==> src/rtl/approx_mult_pkg.sv <==
// approx_mult_pkg
// Shared definitions for the pipelined approximate multiplier:
//   STAGES        - pipeline depth (input -> out_valid latency)
//   stage_valid_t - one valid bit per pipeline stage
//   lo_width()    - width of the low-row partial sum y*x[L-1:0]
//   hi_width()    - width of the exact high-row product y*x[W-1:L]
package approx_mult_pkg;

  localparam int STAGES = 3;

  typedef logic [STAGES-1:0] stage_valid_t;

  // y*x[L-1:0] never exceeds W+L bits. Keep one bit when L=0 so no vector is zero-width.
  function automatic int lo_width(input int w, input int l);
    return (l == 0) ? 1 : w + l;
  endfunction

  // y*x[W-1:L] needs W+(W-L) bits. Keep one bit when L=W (there are no high rows).
  function automatic int hi_width(input int w, input int l);
    return (l < w) ? 2 * w - l : 1;
  endfunction

endpackage

==> src/rtl/approx_mult_lo_tree.sv <==
// approx_mult_lo_tree
// Combinational compressor for the low rows x[L-1:0] of a WxW product.
// Ports:
//   x_lo      in  L (1 when L=0)  low operand rows
//   y         in  W               full second operand
//   approx_en in  1               1: approximate tree, 0: exact y*x_lo
//   lo        out lo_width(W,L)   low-row sum, column-aligned to bit 0
// Rows pair as (2k,2k+1). Per column, (a|b) is kept from C_MIN upward and
// (a&b) is added back from C_AND upward, which makes those columns exact.
// Columns below C_MIN are dropped. An unpaired last row keeps its bits at
// columns >= C_MIN. Because every term is <= its exact counterpart, lo never
// exceeds y*x_lo.
module approx_mult_lo_tree
  import approx_mult_pkg::*;
#(
  parameter int W     = 8,
  parameter int L     = 6,
  parameter int C_MIN = 9,
  parameter int C_AND = 11,
  localparam int LX   = (L > 0) ? L : 1,
  localparam int LW   = lo_width(W, L)
) (
  input  logic [LX-1:0] x_lo,
  input  logic [W-1:0]  y,
  input  logic          approx_en,
  output logic [LW-1:0] lo
);

  localparam int PW = 2 * W;
  localparam int NP = L / 2;

  // Column masks: MASK_MIN selects c >= C_MIN, MASK_AND selects the columns that also take a&b.
  localparam logic [PW-1:0] MASK_MIN = {PW{1'b1}} << C_MIN;
  localparam logic [PW-1:0] MASK_AND = ({PW{1'b1}} << C_AND) & MASK_MIN;

  generate
    if (L == 0) begin : g_none
      assign lo = '0;
    end else begin : g_tree
      logic [PW-1:0] row [L];
      logic [PW-1:0] acc [NP+1];
      logic [PW-1:0] odd_term;
      logic [PW-1:0] approx_lo;
      logic [PW-1:0] exact_lo;

      // Partial-product row i, already shifted to its column position.
      for (genvar gi = 0; gi < L; gi++) begin : g_row
        assign row[gi] = ({{W{1'b0}}, y} << gi) & {PW{x_lo[gi]}};
      end

      // Each pair contributes sum over c of (a|b)<<c, plus (a&b)<<c in the exact columns.
      assign acc[0] = '0;
      for (genvar gi = 0; gi < NP; gi++) begin : g_pair
        logic [PW-1:0] a;
        logic [PW-1:0] b;
        assign a = row[2*gi];
        assign b = row[2*gi+1];
        assign acc[gi+1] = acc[gi] + ((a | b) & MASK_MIN) + ((a & b) & MASK_AND);
      end

      if (L % 2 == 1) begin : g_odd
        assign odd_term = row[L-1] & MASK_MIN;
      end else begin : g_even
        assign odd_term = '0;
      end

      assign approx_lo = acc[NP] + odd_term;
      assign exact_lo  = {{W{1'b0}}, y} * PW'(x_lo);
      assign lo        = LW'(approx_en ? approx_lo : exact_lo);
    end
  endgenerate

endmodule

==> src/rtl/approx_mult_pipe.sv <==
// approx_mult_pipe
// Pipelined unsigned WxW approximate multiplier with valid/ready handshake.
// Stage 1 registers the operands, stage 2 the high-row product and low-row
// sum, stage 3 the final product. Latency 3, throughput 1 beat per cycle.
// Ports:
//   clk, rst             clock (rising edge), asynchronous active-high reset
//   in_valid / in_ready  input beat handshake
//   x, y        [W]      unsigned operands
//   approx_en            1: approximate low rows, 0: exact product
//   out_valid / out_ready output beat handshake
//   z           [2W]     product
// Optional macro APPROX_MULT_ERR_STATS_EN adds:
//   stats_clr   in  1    clears the statistics
//   err_cnt     out 32   output transfers with nonzero error (saturating)
//   err_max     out 2W   largest error seen on an output transfer
module approx_mult_pipe
  import approx_mult_pkg::*;
#(
  parameter int W     = 8,
  parameter int L     = 6,
  parameter int C_MIN = 9,
  parameter int C_AND = 11
) (
  input  logic           clk,
  input  logic           rst,
  input  logic           in_valid,
  output logic           in_ready,
  input  logic [W-1:0]   x,
  input  logic [W-1:0]   y,
  input  logic           approx_en,
  output logic           out_valid,
  input  logic           out_ready,
`ifdef APPROX_MULT_ERR_STATS_EN
  input  logic           stats_clr,
  output logic [31:0]    err_cnt,
  output logic [2*W-1:0] err_max,
`endif
  output logic [2*W-1:0] z
);

  localparam int PW = 2 * W;
  localparam int LW = lo_width(W, L);
  localparam int HW = hi_width(W, L);
  localparam int LX = (L > 0) ? L : 1;

  stage_valid_t  valid_reg;
  logic          en1, en2, en3;

  logic [W-1:0]  x1_reg, y1_reg;
  logic          ae1_reg;
  logic [HW-1:0] hi2_reg, hi_next;
  logic [LW-1:0] lo2_reg, lo_next;
  logic [PW-1:0] z_reg, z_next;

  // A stage may load when it is empty or when the stage after it is moving,
  // so bubbles collapse and a stalled output holds everything behind it.
  assign en3       = !valid_reg[2] || out_ready;
  assign en2       = !valid_reg[1] || en3;
  assign en1       = !valid_reg[0] || en2;
  assign in_ready  = en1;
  assign out_valid = valid_reg[2];
  assign z         = z_reg;

  generate
    if (L < W) begin : g_hi
      assign hi_next = HW'(y1_reg) * HW'(x1_reg[W-1:L]);
    end else begin : g_no_hi
      assign hi_next = '0;
    end
  endgenerate

  approx_mult_lo_tree #(
    .W     (W),
    .L     (L),
    .C_MIN (C_MIN),
    .C_AND (C_AND)
  ) u_lo_tree (
    .x_lo      (x1_reg[LX-1:0]),
    .y         (y1_reg),
    .approx_en (ae1_reg),
    .lo        (lo_next)
  );

  assign z_next = (PW'(hi2_reg) << L) + PW'(lo2_reg);

  always_ff @(posedge clk or posedge rst) begin
    if (rst) begin
      valid_reg <= '0;
      x1_reg    <= '0;
      y1_reg    <= '0;
      ae1_reg   <= 1'b0;
      hi2_reg   <= '0;
      lo2_reg   <= '0;
      z_reg     <= '0;
    end else begin
      if (en1) begin
        valid_reg[0] <= in_valid;
        if (in_valid) begin
          x1_reg  <= x;
          y1_reg  <= y;
          ae1_reg <= approx_en;
        end
      end
      if (en2) begin
        valid_reg[1] <= valid_reg[0];
        if (valid_reg[0]) begin
          hi2_reg <= hi_next;
          lo2_reg <= lo_next;
        end
      end
      if (en3) begin
        valid_reg[2] <= valid_reg[1];
        if (valid_reg[1]) begin
          z_reg <= z_next;
        end
      end
    end
  end

`ifdef APPROX_MULT_ERR_STATS_EN
  logic [PW-1:0] exact2_reg;
  logic [PW-1:0] err3_reg;

  always_ff @(posedge clk or posedge rst) begin
    if (rst) begin
      exact2_reg <= '0;
      err3_reg   <= '0;
    end else begin
      if (en2 && valid_reg[0]) begin
        exact2_reg <= PW'(x1_reg) * PW'(y1_reg);
      end
      if (en3 && valid_reg[1]) begin
        err3_reg <= exact2_reg - z_next;
      end
    end
  end

  // Statistics only see beats that actually leave the block.
  always_ff @(posedge clk or posedge rst) begin
    if (rst) begin
      err_cnt <= '0;
      err_max <= '0;
    end else if (stats_clr) begin
      err_cnt <= '0;
      err_max <= '0;
    end else if (valid_reg[2] && out_ready && (err3_reg != '0)) begin
      if (err_cnt != '1) begin
        err_cnt <= err_cnt + 32'd1;
      end
      if (err3_reg > err_max) begin
        err_max <= err3_reg;
      end
    end
  end
`endif

endmodule
==> config.mk <==
export PLATFORM = sky130hd
export DESIGN_NAME = approx_mult_pipe
export DESIGN_NICKNAME = d
export VERILOG_FILES = /design/src/rtl/approx_mult_pkg.sv /design/src/rtl/approx_mult_lo_tree.sv /design/src/rtl/approx_mult_pipe.sv
export SDC_FILE = /design/constraint.sdc
export NUM_CORES = 1
export LEC_CHECK = 0
export ABC_AREA = 1
export CORE_MARGIN = 4
export CORE_UTILIZATION = 60
export CTS_CLUSTER_SIZE = 25
export DETAILED_ROUTE_END_ITERATION = 12
export PLACE_DENSITY = 0.79
export SYNTH_ARGS = -nofsm -noshare
export SYNTH_HDL_FRONTEND = slang
export SYNTH_SLANG_ARGS = --single-unit
==> constraint.sdc <==
create_clock -name clk -period 4.1 [get_ports clk]
set_input_delay 0.41 -clock clk [delete_from_list [all_inputs] [get_ports clk]]
set_output_delay 0.41 -clock clk [all_outputs]
set_load 0.02 [all_outputs]
== Word level (Yosys, flattened, before mapping) ==
Index checks and enable logic that the tools add are counted.
Word-level totals
  word-level logic and storage cells: 39
  output and inout bits: 18
  input bits: 21
  bits in registers: 60
Cells by class
  reductions and logical operators: 9
  mux-type cells: 1
  $add $sub $neg: 6
  multiply operators: 2
  bitwise gates (word level): 12
Operators with widths (count)
  adder 14 bit: 5
  bitwise AND 14 bit: 3
  bitwise OR 14 bit: 3
  adder 16 x 14 -> 16 bit: 1
  bitwise AND 10 x 14 -> 14 bit: 1
  bitwise AND 11 x 14 -> 14 bit: 1
  bitwise AND 12 x 14 -> 14 bit: 1
  bitwise AND 13 x 14 -> 14 bit: 1
  bitwise AND 8 x 14 -> 14 bit: 1
  bitwise AND 9 x 14 -> 14 bit: 1
  multiplier 8 x 6 -> 14 bit: 1
  2-to-1 mux 14 bit: 1
  multiplier 8 x 2 -> 10 bit: 1
  AND reduction 2 bit: 3
  zero test 1 bit: 3
  logical OR 1 bit: 3

== Depth between registers and ports, before layout ==
Gate-level depths: netlist of the first run.
  depth after elaboration: 8
  depth in mapped cells: 18
  depth with buffers taken out: 17

== Modules after synthesis ==
From an unflattened synthesis of the first run, not the netlist that was laid out.
Second synthesis, totals
  cell total of the unflattened synthesis: 665
  area total of the unflattened synthesis: 4974.8 µm²
Modules (own cells, without submodules)
  approx_mult_pipe: instances 1, cells an instance 359, sequential area each 1501.4 µm², area each 3089.2 µm²
  approx_mult_lo_tree: instances 1, cells an instance 306, sequential area each 0.0 µm², area each 1885.6 µm²

== Worst setup path after synthesis of the first run ==
No wires, ideal clock.
  path type: register to register
  start: register y1_reg[4]
  end: register lo2_reg[12]
  setup time: 73 ps
  slack: 690 ps
  data arrival time: 3337 ps
  data required time: 4027 ps
  path buffers: 1
  stages on the path, launching flop included: 17
  clock period less this slack: 3410 ps
  cells stage by stage: dfrtp_1 > clkbuf_1 > nand2_1 > fa_1 > inv_1 > fa_1 > inv_1 > fa_1 > inv_1 > ha_1 > nand2_1 > nand2_1 > a21oi_1 > nand3_1 > nand2_1 > nand3_1 > a21oi_2
Between the ends
  longest elaborated chain between the ends: 5
  elaborated cells on any way between the ends: 6
  classes of those cells: add/sub: 2; mul: 1; mux: 1; bitwise: 2
RTL lines
  from (decl): line approx_mult_pipe.sv:49  | logic [W-1:0] x1_reg, y1_reg;
  from (signal assigned): line approx_mult_pipe.sv:100  | y1_reg <= y;
  bitwise AND 13 x 14 -> 14 bit: line approx_mult_lo_tree.sv:48  | assign row[gi] = ({{W{1'b0}}, y} << gi) & {PW{x_lo[gi]}};
  bitwise OR 14 bit: line approx_mult_lo_tree.sv:58  | assign acc[gi+1] = acc[gi] + ((a | b) & MASK_MIN) + ((a & b) & MASK_AND);
  adder 14 bit (2 in a row): line approx_mult_lo_tree.sv:58
  2-to-1 mux 14 bit (*): line approx_mult_lo_tree.sv:69  | assign lo = LW'(approx_en ? approx_lo : exact_lo);
  to (signal assigned): line approx_mult_pipe.sv:108  | lo2_reg <= lo_next;
  to (decl): line approx_mult_pipe.sv:52  | logic [LW-1:0] lo2_reg, lo_next;
Mark *: on every way between the ends. The rest lies on a longest branch, timed or not.
A chain may end at the register's enable or synchronous reset.

== Worst setup path in the final report of the first run ==
Same ends and word-level chain as after synthesis.

==> results of run 1 <==
[worst min path at each step]
stage	to	from	slack (ns)	cells after the start
floorplan	lo2_reg[10]	lo2_reg[10]	0.45	2
global placement	z[10]	z[10]	0.46	2
detailed placement	lo2_reg[10]	lo2_reg[10]	0.47	2
CTS	z[4]	z[4]	0.49	2
global route	z[0]	z[0]	0.51	2
finish	z[4]	z[4]	0.48	2
[per-layer routing]
| layer | up-vias | track usage (%) |
|---|---|---|
| met5 | - | 0 |
| met4 | 0 | 7.248 |
| met3 | 36 | 4.488 |
| met2 | 135 | 40.55 |
| met1 | 1951 | 29.91 |
| li1 | 2029 | - |
[worst reg2reg max path, stage by stage (launching register included)]
cell,delay (ns)
sky130_fd_sc_hd__dfrtp_1,0.55
sky130_fd_sc_hd__nand2_1,0.17
sky130_fd_sc_hd__fa_1,0.55
sky130_fd_sc_hd__inv_1,0.05
sky130_fd_sc_hd__fa_1,0.53
sky130_fd_sc_hd__inv_1,0.06
sky130_fd_sc_hd__fa_1,0.53
sky130_fd_sc_hd__inv_1,0.04
sky130_fd_sc_hd__ha_1,0.40
sky130_fd_sc_hd__nand2_1,0.13
sky130_fd_sc_hd__nor2_2,0.15
sky130_fd_sc_hd__nand3_1,0.11
sky130_fd_sc_hd__nand3_1,0.10
sky130_fd_sc_hd__nand2_1,0.06
sky130_fd_sc_hd__nand3_1,0.08
sky130_fd_sc_hd__a21oi_2,0.06
[power by group through the flow]
stage | logic, W | clock network, W | registers, W
global route | 0.00304 | 0.000523 | 0.00100
floorplan | 0.00194 | 0 | 0.000984
finish | 0.00261 | 0.000491 | 0.000971
detailed placement | 0.00256 | 0 | 0.000979
global placement | 0.00248 | 0 | 0.000972
CTS | 0.00259 | 0.000497 | 0.000970
[synthesized netlist by cell type, types with 3 or more instances]
cell and number:
sky130_fd_sc_hd__or2_1 3, sky130_fd_sc_hd__xor2_1 4, sky130_fd_sc_hd__nand4_1 6, sky130_fd_sc_hd__a21oi_2 5, sky130_fd_sc_hd__clkbuf_1 14, sky130_fd_sc_hd__a21oi_1 20
sky130_fd_sc_hd__nand2_1 184, sky130_fd_sc_hd__buf_6 4, sky130_fd_sc_hd__inv_1 131, sky130_fd_sc_hd__buf_2 4, sky130_fd_sc_hd__mux2_2 9, sky130_fd_sc_hd__ha_1 42
sky130_fd_sc_hd__mux2_4 7, sky130_fd_sc_hd__o21ai_0 23, sky130_fd_sc_hd__o21ai_1 12, sky130_fd_sc_hd__dfrtp_1 60, sky130_fd_sc_hd__nor2_1 28, sky130_fd_sc_hd__nand3_1 35
sky130_fd_sc_hd__fa_1 28
[cell families (layout without fill, tap and decap cells)]
family	count (synthesis)	in the layout	share of synthesized area, %
multiplexers	16	16	4.141
AO/OA/AOI/OAI	69	69	7.654
buffers and inverters	158	189	12.90
AND/OR/NAND/NOR	266	266	22.36
flip-flops	60	60	30.11
adder cells (fa/ha/maj)	70	70	21.78
XOR/XNOR	6	6	1.054
[cell type report]
type                       instances  area share (%)
sequential                        60           27.08
clock inverter                     4          0.4513
tap                              102           2.301
timing repair buffer              40           7.130
clock buffer                      11           2.730
multi-input combinational        427           51.24
inverter                         134           9.070
[stage by stage]
step	hold slack, ns	utilization (%)
floorplan	0.4528	-
global placement	0.4620	68.07
detailed placement	0.4716	68.07
CTS	0.4895	70.30
global route	0.5142	70.30
finish	0.4845	70.30
==> metrics.yaml, run 1 <==
timing:
  timing.clock.skew_ns: 0.005770
  maxSlewHeadroom_pct: 45.32
  fin_crit_sh_pct: 90.07
  max_freq_mhz: 270.8
  final_setup_margin_ns: 0.4071
  hold_violations: 0
  finalMaxSlewViolations: 0
  fin_crit_ns: 3.693
  finalSetupViolations: 0
  tns_ns: 0
  rsz0062_at_grt: "no"
  worst_pin_slew_ns: 0.8191
cells_and_area:
  final_cell_area_sq_mm: 0.005545
  layout-drive-gt1-share_pct: 7.101
  fillCellCount: 650
  stdcell_count: 778
  layout_common_cells: "sky130_fd_sc_hd__nand2_1, sky130_fd_sc_hd__inv_1, sky130_fd_sc_hd__dfrtp_1"
  largest_register_ffs: 16
  sequential_cell_area_sq_mm: 0.001501
  fin_nets: 763
  flow.area_growth_from_synthesis_pct: 11.22
  multiInputGateArea_sq_mm: 0.002841
  final_common_cell: "sky130_fd_sc_hd__nand2_1"
  insertedDiodeCount: 0
clock_network:
  worst_skew_pair.late_latency_ns: 0.34
  clockBufferDepth: 2
  hold_buffers: 0
  cts_tree: "yes"
  clk_pin_slew_ns: 0.07
  cts_made_buffers: 9
  clock_tree.htree_level_count: 3
  root_buffer: "sky130_fd_sc_hd__clkbuf_8"
  cts_setup_buffers: 0
  cts_num_sinks: 60
  post_cts_resize_count: 0
placed_design:
  portBuffers: 38
  place_ws_ns: 0.4626
  place_hpwl_um: 8086
  place_area_sq_mm: 0.005369
  placed_cells_incl_taps: 763
  gpl.final_weighted_congestion: 0.9572
pwr:
  power.density_cell_area_mw_per_mm2: 734.6
  cell_internal_pwr_w: 0.002046
  comb_power_share_pct: 64.1
  totalPowerFinal_w: 0.004074
  power_leakage_nw: 3.163
  total_switching_power_w: 0.002028
  pwr-share-clk_pct: 12.1
  p_sw_share_pct: 49.78
  sequentialPowerShare_pct: 23.8
  peakVddDrop_uv: 372.4
drt:
  average_wire_per_cell_in_the_routed_design_um: 13.63
  routed.top_layer: "met4"
  detailroute.wirelength.met3_um: 595
  post_drt_via_cell_ratio: 5.335
  route.vias.total: 4151
  detail_route.wirelength.met1_um: 4628
  drt_first_iter_violations: 244
  ant_nets: 0
  routed_wirelength_um: 10600
  drt_pre_antenna_iters: 5
  drt_drc_violations_left: 0
  total_met2_wirelength_after_detailed_routing_um: 5137
floorplanning:
  core_area_sq_mm: 0.007888
  rows: 32
  chipHeight_um: 99.16
  die_w_um: 99.16
  initial_core_util_pct: 63.21
  io_pins: 39
  design.die.area_sq_mm: 0.009833
logic_synthesis:
  synth-seq-cells: 60
  synth_largest_type_area_fraction_pct: 30.11
  async_flop_share_pct: 100.0
  synthesis.area_sq_mm: 0.004986
  ys_dominant_reg_cell: "sky130_fd_sc_hd__dfrtp_1"
  yosysWarningCount: 0
  synthesis.instances: 645
  mappedNetlistNets: 736
  post_synth_edffs: 0
  synth_largest_area_cell: "sky130_fd_sc_hd__dfrtp_1"
  synth_seq_area_share_pct: 30.11
  netlist-cell-type-count: 38
  syn-mean-instance-area_sq_um: 7.730
  netlist_top_cells_area: "sky130_fd_sc_hd__dfrtp_1, sky130_fd_sc_hd__nand2_1, sky130_fd_sc_hd__fa_1, sky130_fd_sc_hd__ha_1, sky130_fd_sc_hd__inv_1"
global_route:
  grtUsageTotal_pct: 23.49
  grt_overflow_total: 0
  number_of_antenna_violations_at_the_first_check_in_global_routing: 0
  wire_length_of_the_first_global_routing_pass_um: 18770
  grt_start_max_net_pins: 40
  grt_pass1_vias: 4192
critical_path:
  required_arrival_time_at_the_worst_endpoint_ns: 4.33
  worst_ep_arrival_time_ns: 3.92
  worstReg2RegEnd: "lo2_reg[12]"
  destination_of_the_critical_timing_path: "lo2_reg[12]"
  buffers_plus_inverters_on_the_worst_setup_path: 3
  critPathSlowestCell: "sky130_fd_sc_hd__dfrtp_1"
  number_of_cells_on_the_critical_path: 15
  reg2reg_setup_slack_ns: 0.41
  start_of_the_worst_register_to_register_path: "y1_reg[4]"
  startpoint: "y1_reg[4]"
  crit_fanout: 9
  cpPeakStageDelay_ns: 0.55
  critical_path.cell_chain: "nand2_1 > fa_1 > inv_1 > fa_1 > inv_1 > fa_1 > inv_1 > ha_1 > nand2_1 > nor2_2 > nand3_1 > nand3_1 > nand2_1 > nand3_1 > a21oi_2"
  timing.reg2reg.worst_path_depth: 15
  critPathKind: "flip-flop to flip-flop"
  type_of_element_capturing_the_critical_path: "flip-flop"
  crit_path_start_kind: "flip-flop"
  cpLargestDelayFamily: "adder cells"
worst_hold_path:
  min_path_type: "flip-flop to flip-flop"
flow_run:
  max_cap_violations: 0
outcome:
  status: "completed"
No activity file was read; power rests on OpenSTA's default activity.
==> run 2, diff against run 1 <==
--- a/config.mk
+++ b/config.mk
@@ -8,9 +8,9 @@
 export ABC_AREA = 1
 export CORE_MARGIN = 4
 export CORE_UTILIZATION = 60
-export CTS_CLUSTER_SIZE = 25
 export DETAILED_ROUTE_END_ITERATION = 12
 export PLACE_DENSITY = 0.79
+export SETUP_SLACK_MARGIN = 0.2
 export SYNTH_ARGS = -nofsm -noshare
 export SYNTH_HDL_FRONTEND = slang
 export SYNTH_SLANG_ARGS = --single-unit
==> metrics.yaml, run 2 (synthesized netlist as in run 1, its figures left out) <==
clock_network:
  hold_buffers: 0  # unchanged
  cts_num_sinks: 60  # unchanged
  cts_made_buffers: 9  # unchanged
  clk_pin_slew_ns: 0.07  # about the same
  root_buffer: "sky130_fd_sc_hd__clkbuf_8"  # unchanged
  cts_tree: "yes"  # unchanged
  worst_skew_pair.late_latency_ns: 0.34  # about the same
  clockBufferDepth: 2  # unchanged
  clock_tree.htree_level_count: 3  # unchanged
timing:
  worst_pin_slew_ns: 0.8169  # was 0.8191 ns
  hold_violations: 0  # unchanged
  tns_ns: 0  # unchanged
  max_freq_mhz: 281.1  # was 270.8 MHz
  finalMaxSlewViolations: 0  # unchanged
  finalSetupViolations: 0  # unchanged
  fin_crit_sh_pct: 86.77  # was 90.07%
  rsz0062_at_grt: "no"  # unchanged
  fin_crit_ns: 3.558  # was 3.693 ns
  timing.clock.skew_ns: 0.006561  # was 0.005770 ns
  maxSlewHeadroom_pct: 45.46  # was 45.32%
worst_hold_path:
  worstHoldPathCells: 2  # unchanged
  worstHoldStart: "z[5]"  # was z[4]
  min_path_type: "flip-flop to flip-flop"  # unchanged
  min_to: "z[5]"  # was z[4]
placed_design:
  placed_cells_incl_taps: 763  # unchanged
  portBuffers: 38  # unchanged
  gpl.final_weighted_congestion: 0.9572  # unchanged
  place_hpwl_um: 8086  # unchanged
cells_and_area:
  insertedDiodeCount: 0  # unchanged
  layout-drive-gt1-share_pct: 8.824  # was 7.101%
  fin_nets: 767  # was 763
  layout_common_cells: "sky130_fd_sc_hd__nand2_1, sky130_fd_sc_hd__inv_1, sky130_fd_sc_hd__dfrtp_1"  # unchanged
  largest_register_ffs: 16  # unchanged
  final_common_cell: "sky130_fd_sc_hd__nand2_1"  # unchanged
  stdcell_count: 782  # was 778
  flow.area_growth_from_synthesis_pct: 12.02  # was 11.22%
critical_path:
  worstReg2RegEnd: "lo2_reg[12]"  # unchanged
  timing.reg2reg.worst_path_depth: 15  # unchanged
  reg2reg_setup_slack_ns: 0.54  # was 0.41 ns
  crit_fanout: 8  # was 9
  cpPeakStageDelay_ns: 0.54  # was 0.55 ns
  startpoint: "x1_reg[5]"  # was y1_reg[4]
  critical_path.cell_chain: "nand2_1 > fa_1 > inv_1 > fa_1 > inv_1 > fa_1 > inv_1 > ha_1 > nand2_1 > nor2_2 > nand3_1 > nand3_1 > nand2_1 > nand3_1 > a21oi_2"  # unchanged
  critPathSlowestCell: "sky130_fd_sc_hd__fa_1"  # was sky130_fd_sc_hd__dfrtp_1
  critPathKind: "flip-flop to flip-flop"  # unchanged
  worst_ep_arrival_time_ns: 3.78  # was 3.92 ns
  start_of_the_worst_register_to_register_path: "x1_reg[5]"  # was y1_reg[4]
  type_of_element_capturing_the_critical_path: "flip-flop"  # unchanged
  crit_path_start_kind: "flip-flop"  # unchanged
  required_arrival_time_at_the_worst_endpoint_ns: 4.32  # was 4.33 ns
pwr:
  peakVddDrop_uv: 376.2  # was 372.4 uV
  power_leakage_nw: 3.174  # was 3.163 nW
  power.density_cell_area_mw_per_mm2: 733.0  # was 734.6 mW/mm^2
outcome:
  status: "completed"  # unchanged
global_route:
  number_of_antenna_violations_at_the_first_check_in_global_routing: 0  # unchanged
  grt_pass1_vias: 4192  # unchanged
  grt_overflow_total: 0  # unchanged
  grt_start_max_net_pins: 40  # unchanged
  grtUsageTotal_pct: 23.49  # unchanged
  wire_length_of_the_first_global_routing_pass_um: 18770  # unchanged
drt:
  drt_first_iter_violations: 236  # was 244
  drt_pre_antenna_iters: 5  # unchanged
  post_drt_via_cell_ratio: 5.331  # was 5.335
  routed_wirelength_um: 10670  # was 10600 um
  ant_nets: 0  # unchanged
  drt_drc_violations_left: 0  # unchanged
  route.vias.total: 4169  # was 4151
  average_wire_per_cell_in_the_routed_design_um: 13.64  # was 13.63 um
floorplanning:
  core_area_sq_mm: 0.007888  # unchanged
  initial_core_util_pct: 63.21  # unchanged
  chipHeight_um: 99.16  # unchanged
  design.die.area_sq_mm: 0.009833  # unchanged
  rows: 32  # unchanged
  die_w_um: 99.16  # unchanged
  io_pins: 39  # unchanged
flow_run:
  max_cap_violations: 0  # unchanged
==> run 2: cell types whose count changed in the layout (fill, tap and decap cells not counted) <==
cell | previous run | this run
sky130_fd_sc_hd__dfrtp_1 | 60 | 52
sky130_fd_sc_hd__dfrtp_2 | 0 | 8
sky130_fd_sc_hd__buf_4 | 2 | 6
==> run 2: routing by layer <==
| metal | up-vias | global-route usage (%) | wire (um) |
|---|---|---|---|
| met1 | 1971 | 29.91 | 4695 |
| met3 | 28 | 4.488 | 587 |
| met4 | 0 | 7.248 | 197 |
| met2 | 135 | 40.55 | 5187 |
| li1 | 2035 | - | - |
| met5 | - | 0 | 0 |
==> run 2: through the flow <==
| stage | hold WS [ns] | setup slack (ns) | util, % | total power, W | area (sq um) |
|---|---|---|---|---|---|
| 2_1_floorplan | 0.4528 | 0.6900 | - | 0.002928 | 4986 |
| 3_3_place_gp | 0.4620 | 0.5473 | 68.07 | 0.003456 | 5369 |
| 3_5_place_dp | 0.4716 | 0.4626 | 68.07 | 0.003539 | 5369 |
| 4_1_cts | 0.4895 | 0.4081 | 70.30 | 0.004060 | 5545 |
| 5_1_grt | 0.5142 | 0.2221 | 70.81 | 0.004576 | 5585 |
| 6_report | 0.4852 | 0.5423 | 70.81 | 0.004094 | 5585 |
==> run 2: cell type report <==
cell class | instances | area [sq um]
multi-input combinational | 427 | 2841
clock buffer | 11 | 151.4
timing repair buffer | 44 | 425.4
inverter | 134 | 503.0
fill | 636 | 2302
clock inverter | 4 | 25.02
sequential | 60 | 1511
tap | 102 | 127.6
==> run 2: worst max path at each step <==
stage	end	slack, ns	cells past startpoint
final	lo2_reg[12]	0.54	15
after CTS	lo2_reg[12]	0.41	15
after floorplan	lo2_reg[12]	0.69	16
after detailed placement	lo2_reg[12]	0.46	15
after global routing	lo2_reg[10]	0.22	16
after global placement	lo2_reg[12]	0.55	15
==> run 2: critical path, delay by kind of cell, from the launching register on <==
kind / cells / cell delay, ns
DFF: 1 / 0.45
AOI/OAI and AO/OA: 1 / 0.06
buffers and inverters: 3 / 0.15
adders and majority gates: 4 / 2.01
and+or+nand+nor: 7 / 0.75
==> run 2: power by group <==
part	switching (W)	total (W)	leakage, nW	internal [W]
logic	0.00162	0.00263	2.35	0.00101
clock network	0.000244	0.000491	0.0872	0.000247
registers	0.000173	0.000970	0.735	0.000797
total	0.00204	0.00409	3.17	0.00206
==> run 2: what timing repair did <==
action / CTS / global route
setup endpoints to repair: 0 / 4
gates resized for setup: 0 / 8
buffers inserted: 0 / 4
==> run 3, diff against run 2 <==
--- a/config.mk
+++ b/config.mk
@@ -8,6 +8,7 @@
 export ABC_AREA = 1
 export CORE_MARGIN = 4
 export CORE_UTILIZATION = 60
+export CTS_CLUSTER_SIZE = 20
 export DETAILED_ROUTE_END_ITERATION = 12
 export PLACE_DENSITY = 0.79
 export SETUP_SLACK_MARGIN = 0.2
==> results of run 3 <==
Same layout as run 2: the final DEF is identical, and so are final timing and power.
